<file path="src/rtl/simple_processor_pkg.sv">
// Shared types and constants for the simple processor and its memory-port arbiter.
package simple_processor_pkg;

    localparam int ADDR_WIDTH = 16;
    localparam int DATA_WIDTH = 16;

    localparam int ARB_MAX_DMEM_BURST = 4;
    localparam int ARB_ACK_TIMEOUT    = 256;

    typedef enum logic [1:0] {
        IDLE   = 2'd0,
        BUSY_I = 2'd1,
        BUSY_D = 2'd2
    } arb_state_e;

endpackage

</file>
<file path="src/rtl/mem_port_arbiter_if.sv">
// Bundle of fetch, data and shared-memory signals around the arbiter.
interface mem_port_arbiter_if #(
    parameter int ADDR_W = simple_processor_pkg::ADDR_WIDTH,
    parameter int DATA_W = simple_processor_pkg::DATA_WIDTH
) ();

    logic              imem_req_i;
    logic [ADDR_W-1:0] imem_addr_i;
    logic [DATA_W-1:0] imem_rdata_o;
    logic              imem_ack_o;

    logic              dmem_req_i;
    logic              dmem_we_i;
    logic [ADDR_W-1:0] dmem_addr_i;
    logic [DATA_W-1:0] dmem_wdata_i;
    logic [DATA_W-1:0] dmem_rdata_o;
    logic              dmem_ack_o;

    logic              mem_req_o;
    logic              mem_we_o;
    logic [ADDR_W-1:0] mem_addr_o;
    logic [DATA_W-1:0] mem_wdata_o;
    logic [DATA_W-1:0] mem_rdata_i;
    logic              mem_ack_i;

    logic              err_timeout_o;

    // Arbiter view.
    modport slave (
        input  imem_req_i, imem_addr_i,
        output imem_rdata_o, imem_ack_o,
        input  dmem_req_i, dmem_we_i, dmem_addr_i, dmem_wdata_i,
        output dmem_rdata_o, dmem_ack_o,
        output mem_req_o, mem_we_o, mem_addr_o, mem_wdata_o,
        input  mem_rdata_i, mem_ack_i,
        output err_timeout_o
    );

    // Core plus memory view.
    modport master (
        output imem_req_i, imem_addr_i,
        input  imem_rdata_o, imem_ack_o,
        output dmem_req_i, dmem_we_i, dmem_addr_i, dmem_wdata_i,
        input  dmem_rdata_o, dmem_ack_o,
        input  mem_req_o, mem_we_o, mem_addr_o, mem_wdata_o,
        output mem_rdata_i, mem_ack_i,
        input  err_timeout_o
    );

endinterface

</file>
<file path="src/rtl/arb_watchdog.sv">
// Timeout counter: counts enabled cycles since the last clear and flags
// the last allowed cycle so a bus master can force completion.
module arb_watchdog #(
    parameter int TIMEOUT = 256
) (
    input  logic clk_i,
    input  logic arst_ni,
    input  logic clear_i,
    input  logic enable_i,
    output logic expire_o
);

    localparam int CNT_W = $clog2(TIMEOUT);
    localparam logic [CNT_W-1:0] LAST = CNT_W'(TIMEOUT - 1);

    logic [CNT_W-1:0] r_cnt;

    always_ff @(posedge clk_i or negedge arst_ni) begin
        if (!arst_ni) begin
            r_cnt <= '0;
        end else if (clear_i) begin
            r_cnt <= '0;
        end else if (enable_i && !expire_o) begin
            r_cnt <= r_cnt + 1'b1;
        end
    end

    assign expire_o = (r_cnt == LAST);

endmodule

</file>
<file path="src/rtl/mem_port_arbiter.sv">
// Shares one single-ported memory between fetch and data requesters: data
// wins, a burst limit prevents fetch starvation, a watchdog bounds each access.
module mem_port_arbiter
    import simple_processor_pkg::*;
#(
    parameter int MEM_ADDR_WIDTH = ADDR_WIDTH,
    parameter int MEM_DATA_WIDTH = DATA_WIDTH,
    parameter int MAX_DMEM_BURST = ARB_MAX_DMEM_BURST,
    parameter int ACK_TIMEOUT    = ARB_ACK_TIMEOUT
) (
    input  logic              clk_i,
    input  logic              arst_ni,
    mem_port_arbiter_if.slave bus
);

    localparam int BURST_W = $clog2(MAX_DMEM_BURST + 1);
    localparam logic [BURST_W-1:0] BURST_MAX = BURST_W'(MAX_DMEM_BURST);

    arb_state_e                r_state, w_state_next;
    logic [BURST_W-1:0]        r_burst_cnt, w_burst_next;
    logic                      r_mem_req, w_mem_req_next;
    logic                      r_mem_we, w_mem_we_next;
    logic [MEM_ADDR_WIDTH-1:0] r_mem_addr, w_mem_addr_next;
    logic [MEM_DATA_WIDTH-1:0] r_mem_wdata, w_mem_wdata_next;
    logic                      r_err, w_err_next;

    logic                      w_busy, w_expire, w_done, w_forced;
    logic                      w_grant_d, w_grant_i;
    logic [MEM_DATA_WIDTH-1:0] w_rdata;

    assign w_busy    = (r_state != IDLE);
    assign w_done    = w_busy && (bus.mem_ack_i || w_expire);
    // A real ack in the expiry cycle wins over the forced completion.
    assign w_forced  = w_busy && w_expire && !bus.mem_ack_i;
    assign w_grant_d = bus.dmem_req_i && (!bus.imem_req_i || (r_burst_cnt < BURST_MAX));
    assign w_grant_i = !w_grant_d && bus.imem_req_i;
    assign w_rdata   = bus.mem_ack_i ? bus.mem_rdata_i : '0;

    arb_watchdog #(
        .TIMEOUT (ACK_TIMEOUT)
    ) u_watchdog (
        .clk_i    (clk_i),
        .arst_ni  (arst_ni),
        .clear_i  (!w_busy),
        .enable_i (w_busy && !bus.mem_ack_i),
        .expire_o (w_expire)
    );

    always_comb begin
        w_state_next     = r_state;
        w_burst_next     = r_burst_cnt;
        w_mem_req_next   = r_mem_req;
        w_mem_we_next    = r_mem_we;
        w_mem_addr_next  = r_mem_addr;
        w_mem_wdata_next = r_mem_wdata;
        w_err_next       = r_err;
        case (r_state)
            IDLE: begin
                if (w_grant_d) begin
                    w_state_next     = BUSY_D;
                    w_mem_req_next   = 1'b1;
                    w_mem_we_next    = bus.dmem_we_i;
                    w_mem_addr_next  = bus.dmem_addr_i;
                    w_mem_wdata_next = bus.dmem_wdata_i;
                    if (!bus.imem_req_i)
                        w_burst_next = '0;
                    else if (r_burst_cnt != BURST_MAX)
                        w_burst_next = r_burst_cnt + 1'b1;
                end else if (w_grant_i) begin
                    w_state_next     = BUSY_I;
                    w_mem_req_next   = 1'b1;
                    w_mem_we_next    = 1'b0;
                    w_mem_addr_next  = bus.imem_addr_i;
                    w_mem_wdata_next = '0;
                    w_burst_next     = '0;
                end
            end
            BUSY_I, BUSY_D: begin
                if (w_done) begin
                    w_state_next   = IDLE;
                    w_mem_req_next = 1'b0;
                end
                if (w_forced)
                    w_err_next = 1'b1;
            end
            default: w_state_next = IDLE;
        endcase
    end

    always_ff @(posedge clk_i or negedge arst_ni) begin
        if (!arst_ni) begin
            r_state     <= IDLE;
            r_burst_cnt <= '0;
            r_mem_req   <= 1'b0;
            r_mem_we    <= 1'b0;
            r_mem_addr  <= '0;
            r_mem_wdata <= '0;
            r_err       <= 1'b0;
        end else begin
            r_state     <= w_state_next;
            r_burst_cnt <= w_burst_next;
            r_mem_req   <= w_mem_req_next;
            r_mem_we    <= w_mem_we_next;
            r_mem_addr  <= w_mem_addr_next;
            r_mem_wdata <= w_mem_wdata_next;
            r_err       <= w_err_next;
        end
    end

    assign bus.imem_ack_o    = w_done && (r_state == BUSY_I);
    assign bus.dmem_ack_o    = w_done && (r_state == BUSY_D);
    assign bus.imem_rdata_o  = bus.imem_ack_o ? w_rdata : '0;
    assign bus.dmem_rdata_o  = bus.dmem_ack_o ? w_rdata : '0;
    assign bus.mem_req_o     = r_mem_req;
    assign bus.mem_we_o      = r_mem_we;
    assign bus.mem_addr_o    = r_mem_addr;
    assign bus.mem_wdata_o   = r_mem_wdata;
    assign bus.err_timeout_o = r_err;

endmodule

</file>
<file path="src/flat_wrapper.sv">
// flat-port wrapper written by rule: the top's interface ports become plain ports
module mem_port_arbiter_flat import simple_processor_pkg::*;
#(
    parameter int MEM_ADDR_WIDTH = ADDR_WIDTH,
    parameter int MEM_DATA_WIDTH = DATA_WIDTH,
    parameter int MAX_DMEM_BURST = ARB_MAX_DMEM_BURST,
    parameter int ACK_TIMEOUT    = ARB_ACK_TIMEOUT
)
  (clk_i, arst_ni, bus_imem_req_i, bus_imem_addr_i, bus_imem_rdata_o, bus_imem_ack_o, bus_dmem_req_i, bus_dmem_we_i, bus_dmem_addr_i, bus_dmem_wdata_i, bus_dmem_rdata_o, bus_dmem_ack_o, bus_mem_req_o, bus_mem_we_o, bus_mem_addr_o, bus_mem_wdata_o, bus_mem_rdata_i, bus_mem_ack_i, bus_err_timeout_o);
  mem_port_arbiter_if #(.ADDR_W(16), .DATA_W(16)) bus_i ();
  input  logic clk_i;
  input  logic arst_ni;
  input wire logic [$bits(bus_i.imem_req_i)-1:0] bus_imem_req_i;
  input wire logic [$bits(bus_i.imem_addr_i)-1:0] bus_imem_addr_i;
  output wire logic [$bits(bus_i.imem_rdata_o)-1:0] bus_imem_rdata_o;
  output wire logic [$bits(bus_i.imem_ack_o)-1:0] bus_imem_ack_o;
  input wire logic [$bits(bus_i.dmem_req_i)-1:0] bus_dmem_req_i;
  input wire logic [$bits(bus_i.dmem_we_i)-1:0] bus_dmem_we_i;
  input wire logic [$bits(bus_i.dmem_addr_i)-1:0] bus_dmem_addr_i;
  input wire logic [$bits(bus_i.dmem_wdata_i)-1:0] bus_dmem_wdata_i;
  output wire logic [$bits(bus_i.dmem_rdata_o)-1:0] bus_dmem_rdata_o;
  output wire logic [$bits(bus_i.dmem_ack_o)-1:0] bus_dmem_ack_o;
  output wire logic [$bits(bus_i.mem_req_o)-1:0] bus_mem_req_o;
  output wire logic [$bits(bus_i.mem_we_o)-1:0] bus_mem_we_o;
  output wire logic [$bits(bus_i.mem_addr_o)-1:0] bus_mem_addr_o;
  output wire logic [$bits(bus_i.mem_wdata_o)-1:0] bus_mem_wdata_o;
  input wire logic [$bits(bus_i.mem_rdata_i)-1:0] bus_mem_rdata_i;
  input wire logic [$bits(bus_i.mem_ack_i)-1:0] bus_mem_ack_i;
  output wire logic [$bits(bus_i.err_timeout_o)-1:0] bus_err_timeout_o;
  assign bus_i.imem_req_i = bus_imem_req_i;
  assign bus_i.imem_addr_i = bus_imem_addr_i;
  assign bus_imem_rdata_o = bus_i.imem_rdata_o;
  assign bus_imem_ack_o = bus_i.imem_ack_o;
  assign bus_i.dmem_req_i = bus_dmem_req_i;
  assign bus_i.dmem_we_i = bus_dmem_we_i;
  assign bus_i.dmem_addr_i = bus_dmem_addr_i;
  assign bus_i.dmem_wdata_i = bus_dmem_wdata_i;
  assign bus_dmem_rdata_o = bus_i.dmem_rdata_o;
  assign bus_dmem_ack_o = bus_i.dmem_ack_o;
  assign bus_mem_req_o = bus_i.mem_req_o;
  assign bus_mem_we_o = bus_i.mem_we_o;
  assign bus_mem_addr_o = bus_i.mem_addr_o;
  assign bus_mem_wdata_o = bus_i.mem_wdata_o;
  assign bus_i.mem_rdata_i = bus_mem_rdata_i;
  assign bus_i.mem_ack_i = bus_mem_ack_i;
  assign bus_err_timeout_o = bus_i.err_timeout_o;
  mem_port_arbiter #(.MEM_ADDR_WIDTH(MEM_ADDR_WIDTH), .MEM_DATA_WIDTH(MEM_DATA_WIDTH), .MAX_DMEM_BURST(MAX_DMEM_BURST), .ACK_TIMEOUT(ACK_TIMEOUT)) u_core (.clk_i(clk_i), .arst_ni(arst_ni), .bus(bus_i));
endmodule
</file>
<file path="config.mk">
export PLATFORM = sky130hd
export DESIGN_NAME = mem_port_arbiter_flat
export DESIGN_NICKNAME = d
export VERILOG_FILES = /design/src/rtl/simple_processor_pkg.sv /design/src/rtl/mem_port_arbiter_if.sv /design/src/rtl/arb_watchdog.sv /design/src/rtl/mem_port_arbiter.sv /design/src/flat_wrapper.sv
export SDC_FILE = /design/constraint.sdc
export NUM_CORES = 1
export LEC_CHECK = 0
export CAP_MARGIN = 10
export CELL_PAD_IN_SITES_DETAIL_PLACEMENT = 1
export CELL_PAD_IN_SITES_GLOBAL_PLACEMENT = 2
export CORE_MARGIN = 4
export CORE_UTILIZATION = 23
export CTS_CLUSTER_SIZE = 24
export DETAILED_ROUTE_END_ITERATION = 8
export MAX_ROUTING_LAYER = met4
export PLACE_DENSITY_LB_ADDON = 0.1
export SLEW_MARGIN = 20
export SYNTH_ARGS = -nofsm -noshare
export SYNTH_HDL_FRONTEND = slang
export SYNTH_SLANG_ARGS = --single-unit
</file>
<file path="constraint.sdc">
create_clock -name clk_i -period 2.5 [get_ports clk_i]
set_clock_uncertainty 0.05 [all_clocks]
set_input_delay 0.375 -clock clk_i [delete_from_list [all_inputs] [get_ports clk_i]]
set_output_delay 0.375 -clock clk_i [all_outputs]
set_load 0.01 [all_outputs]
</file>
==> reports/metrics.cfg <==
[status]
status = complete, no violations

[sta]
final-hold-violation-count = 0
drv_slew = 0
slew_headroom_pct = 58.0
tightest_slew_ps = 630
fmax_mhz = 419
worst_slack_ps = 115
finalCritPeriodShare_pct = 95.4
fin_crit_ps = 2390
holdWs_ps = 35.2
setup_viol = 0

[pwr]
p_per_area_nw_per_um2 = 901
p_leak_nw = 1.92
peakVddDrop_v = 0.000489

[routing]
remaining_drc_errors = 0
drt-initial-drc-count = 82
detailedRoute.firstPassIterationCount = 4
wire_per_inst_um = 15.1
postRouteAntennaNets = 0
wl_met1_um = 3540
wl_met2_um = 4120
wl_um = 7960
vias = 2340
viasPerCell = 4.43
routed.top_layer = met4
met3_length_um = 255

[setup_path]
timing.rr.start = u_core.r_state[1]
cp_slowest_cell = clkdlybuf4s50_1
cp_cell_sequence = ha_2 > and4_2 > a21oi_4 > nor2_1 > clkdlybuf4s50_1
critical_path_required_ps = 2080
setup.worst_path.start_class = flip-flop
r2r_slack_ps = 770
endpoint_kind = output port
cp.arrival_ps = 1960
path_max_fanout = 6
r2r_cells = 8
crit_path_max_incr_delay_ps = 490
reg2reg_to = u_core.r_burst_cnt[0]
path_class = reg2out

[flow_run]
cap_violations = 0

[floorplanning]
die_y_um = 111
num_rows = 37
die_x_um = 111
die-area_um2 = 12400
start_util_pct = 23.6
core_area_um2 = 10400
num_io_pins = 139

[place]
io_buffers = 138
postPlaceCellArea_um2 = 3980
dp_cells = 517
gp_congestion = 0.743
dp_hpwl_um = 6000
place_ws_ps = 221

[synthesis]
async_flop_share_pct = 100
synth-seq-cells = 48
yosys.area.top_type_share_pct = 49.0
synth_xor_area_share_pct = 0.357
synth_common_cells = dfrtp_1, nor2_1, nand2_1, a22o_1, mux2i_1
synth_edf_count = 0
yosysMostFrequentCell = dfrtp_1
synthSimpleGateAreaFrac_pct = 16.8
synth_warnings = 0
synthCells = 255
postSynthAreaPerCell_um2 = 9.62
synth_top_family_by_area = compound AO/OA/AOI/OAI gates
synthTopCellsByArea = dfrtp_1, mux2i_1, nor2_1
syn_area_um2 = 2450
synth_compound_area_share_pct = 17.3
synth_fa_ha_area_share_pct = 3.57
yosysUniqueCellTypes = 35
synthesis.nets = 332
synth_mux_area_share_pct = 6.94
synthFlopType = dfrtp_1
ys_seq_area_share_pct = 49.0
synth_area_leader_cell = dfrtp_1

[clock_tree]
htree_levels = 2
clk_pin_slew_worst_paths_ps = 100
clk_path_buf_depth = 2
insertion_delay_ps = 300
cts-root-buf = clkbuf_8
cts_tree = done
holdBufCountCts = 0
numCtsBuffers = 5
cts.sinks = 48

[global_route]
grt_pass1_vias = 2477
gr-total-overflow = 0
antenna_found_initial = 0
grt_pass1_wl_um = 13100
grt_max_degree = 34
grt_use_total_pct = 13.2

[finish]
layout.nets = 468
finish.utilization_pct = 39.8
stdcell_area_um2 = 4130
n_antenna_cell = 0
fin_cells = 528
area_delta_synth_final_pct = 68.4
drive_gt1_share_pct = 7.14
nFillCells = 1180

[worst_hold_path]
hold_path.class = in2async

==> metal layers <==
metal	GRT usage, %	vias up
met3	2.13	5
met2	23.1	59
li1	-	1151
met4	2.68	0
met1	16.1	1125
met5	-	-
==> critical path, delay by kind of cell, from the launching register on <==
kind | cells | cell delay, ps
buffers and inverters | 1 | 490
DFF | 1 | 420
and+or+nand+nor | 2 | 300
adders and majority gates | 1 | 230
AOI/OAI and AO/OA | 1 | 230
==> kinds of logic after synthesis <==
group / Yosys count
fa+ha+maj: 7
simple gates: 97
buf+inv: 28
compound gates: 57
mux: 17
flops: 48
xor+xnor: 1
==> state kept, by name, summed over array words and instances (netlist names) <==
name                      cells
u_core.bus.mem_wdata_o       16
u_core.bus.mem_we_o           1
u_core.bus.err_timeout_o      1
u_core.r_burst_cnt            3
u_core.bus.mem_addr_o        16
u_core.bus.mem_req_o          1
u_core.u_watchdog.r_cnt       8
u_core.r_state                2
==> how the worst max path moves through the flow <==
stage | from | end | depth (start not counted) | slack [ps]
6_report | u_core.u_watchdog.r_cnt[0] | bus_imem_ack_o | 5 | 110
5_1_grt | u_core.r_state[1] | bus_imem_ack_o | 6 | -4
4_1_cts | u_core.r_state[1] | bus_imem_rdata_o[6] | 6 | 4
3_5_place_dp | bus_mem_ack_i | bus_imem_rdata_o[6] | 5 | 220
3_3_place_gp | bus_mem_ack_i | bus_dmem_rdata_o[1] | 5 | 250
2_1_floorplan | u_core.r_state[0] | bus_imem_ack_o | 7 | 650
==> placed cells by master (no fill, tap or decap), drive strengths merged, types with 6 or more instances in the layout <==
| cell type | instances |
|---|---|
| clkbuf | 6 |
| o21ai | 20 |
| mux2i | 17 |
| dlymetal6s2s | 11 |
| nand2 | 38 |
| dfrtp | 48 |
| a22o | 17 |
| buf | 13 |
| inv | 8 |
| nor2 | 41 |
| ha | 7 |
| clkdlybuf4s50 | 126 |
==> through the flow <==
stage / total power, mW / TNS (ps)
CTS: 3.78 / 0
finish: 3.72 / 0
detailed placement: 3.24 / 0
floorplan: 2.21 / 0
global route: 4.03 / -8.45
global placement: 3.22 / 0
==> final cells by class <==
| cell class | count | area [um^2] | share of cell area (%) |
|---|---|---|---|
| Clock buffer | 6 | 82.6 | 2.00 |
| Clock inverter | 2 | 13.8 | 0.333 |
| Inverter | 7 | 26.3 | 0.636 |
| Multi-Input combinational cell | 179 | 1110 | 27.0 |
| Sequential cell | 48 | 1200 | 29.1 |
| Tap cell | 136 | 170 | 4.12 |
| Timing Repair Buffer | 150 | 1520 | 36.8 |
==> power by group <==
part           switching [mW]  internal [mW]
Sequential              0.178           1.09
Combinational           0.917           1.03
Clock                   0.275          0.227
==> what timing repair did <==
action	CTS	global route
endpoints found under the setup margin	14	34
buffers inserted	1	2
resized for setup	1	13
gates cloned	0	0
Power figures use the tool's default switching activity.
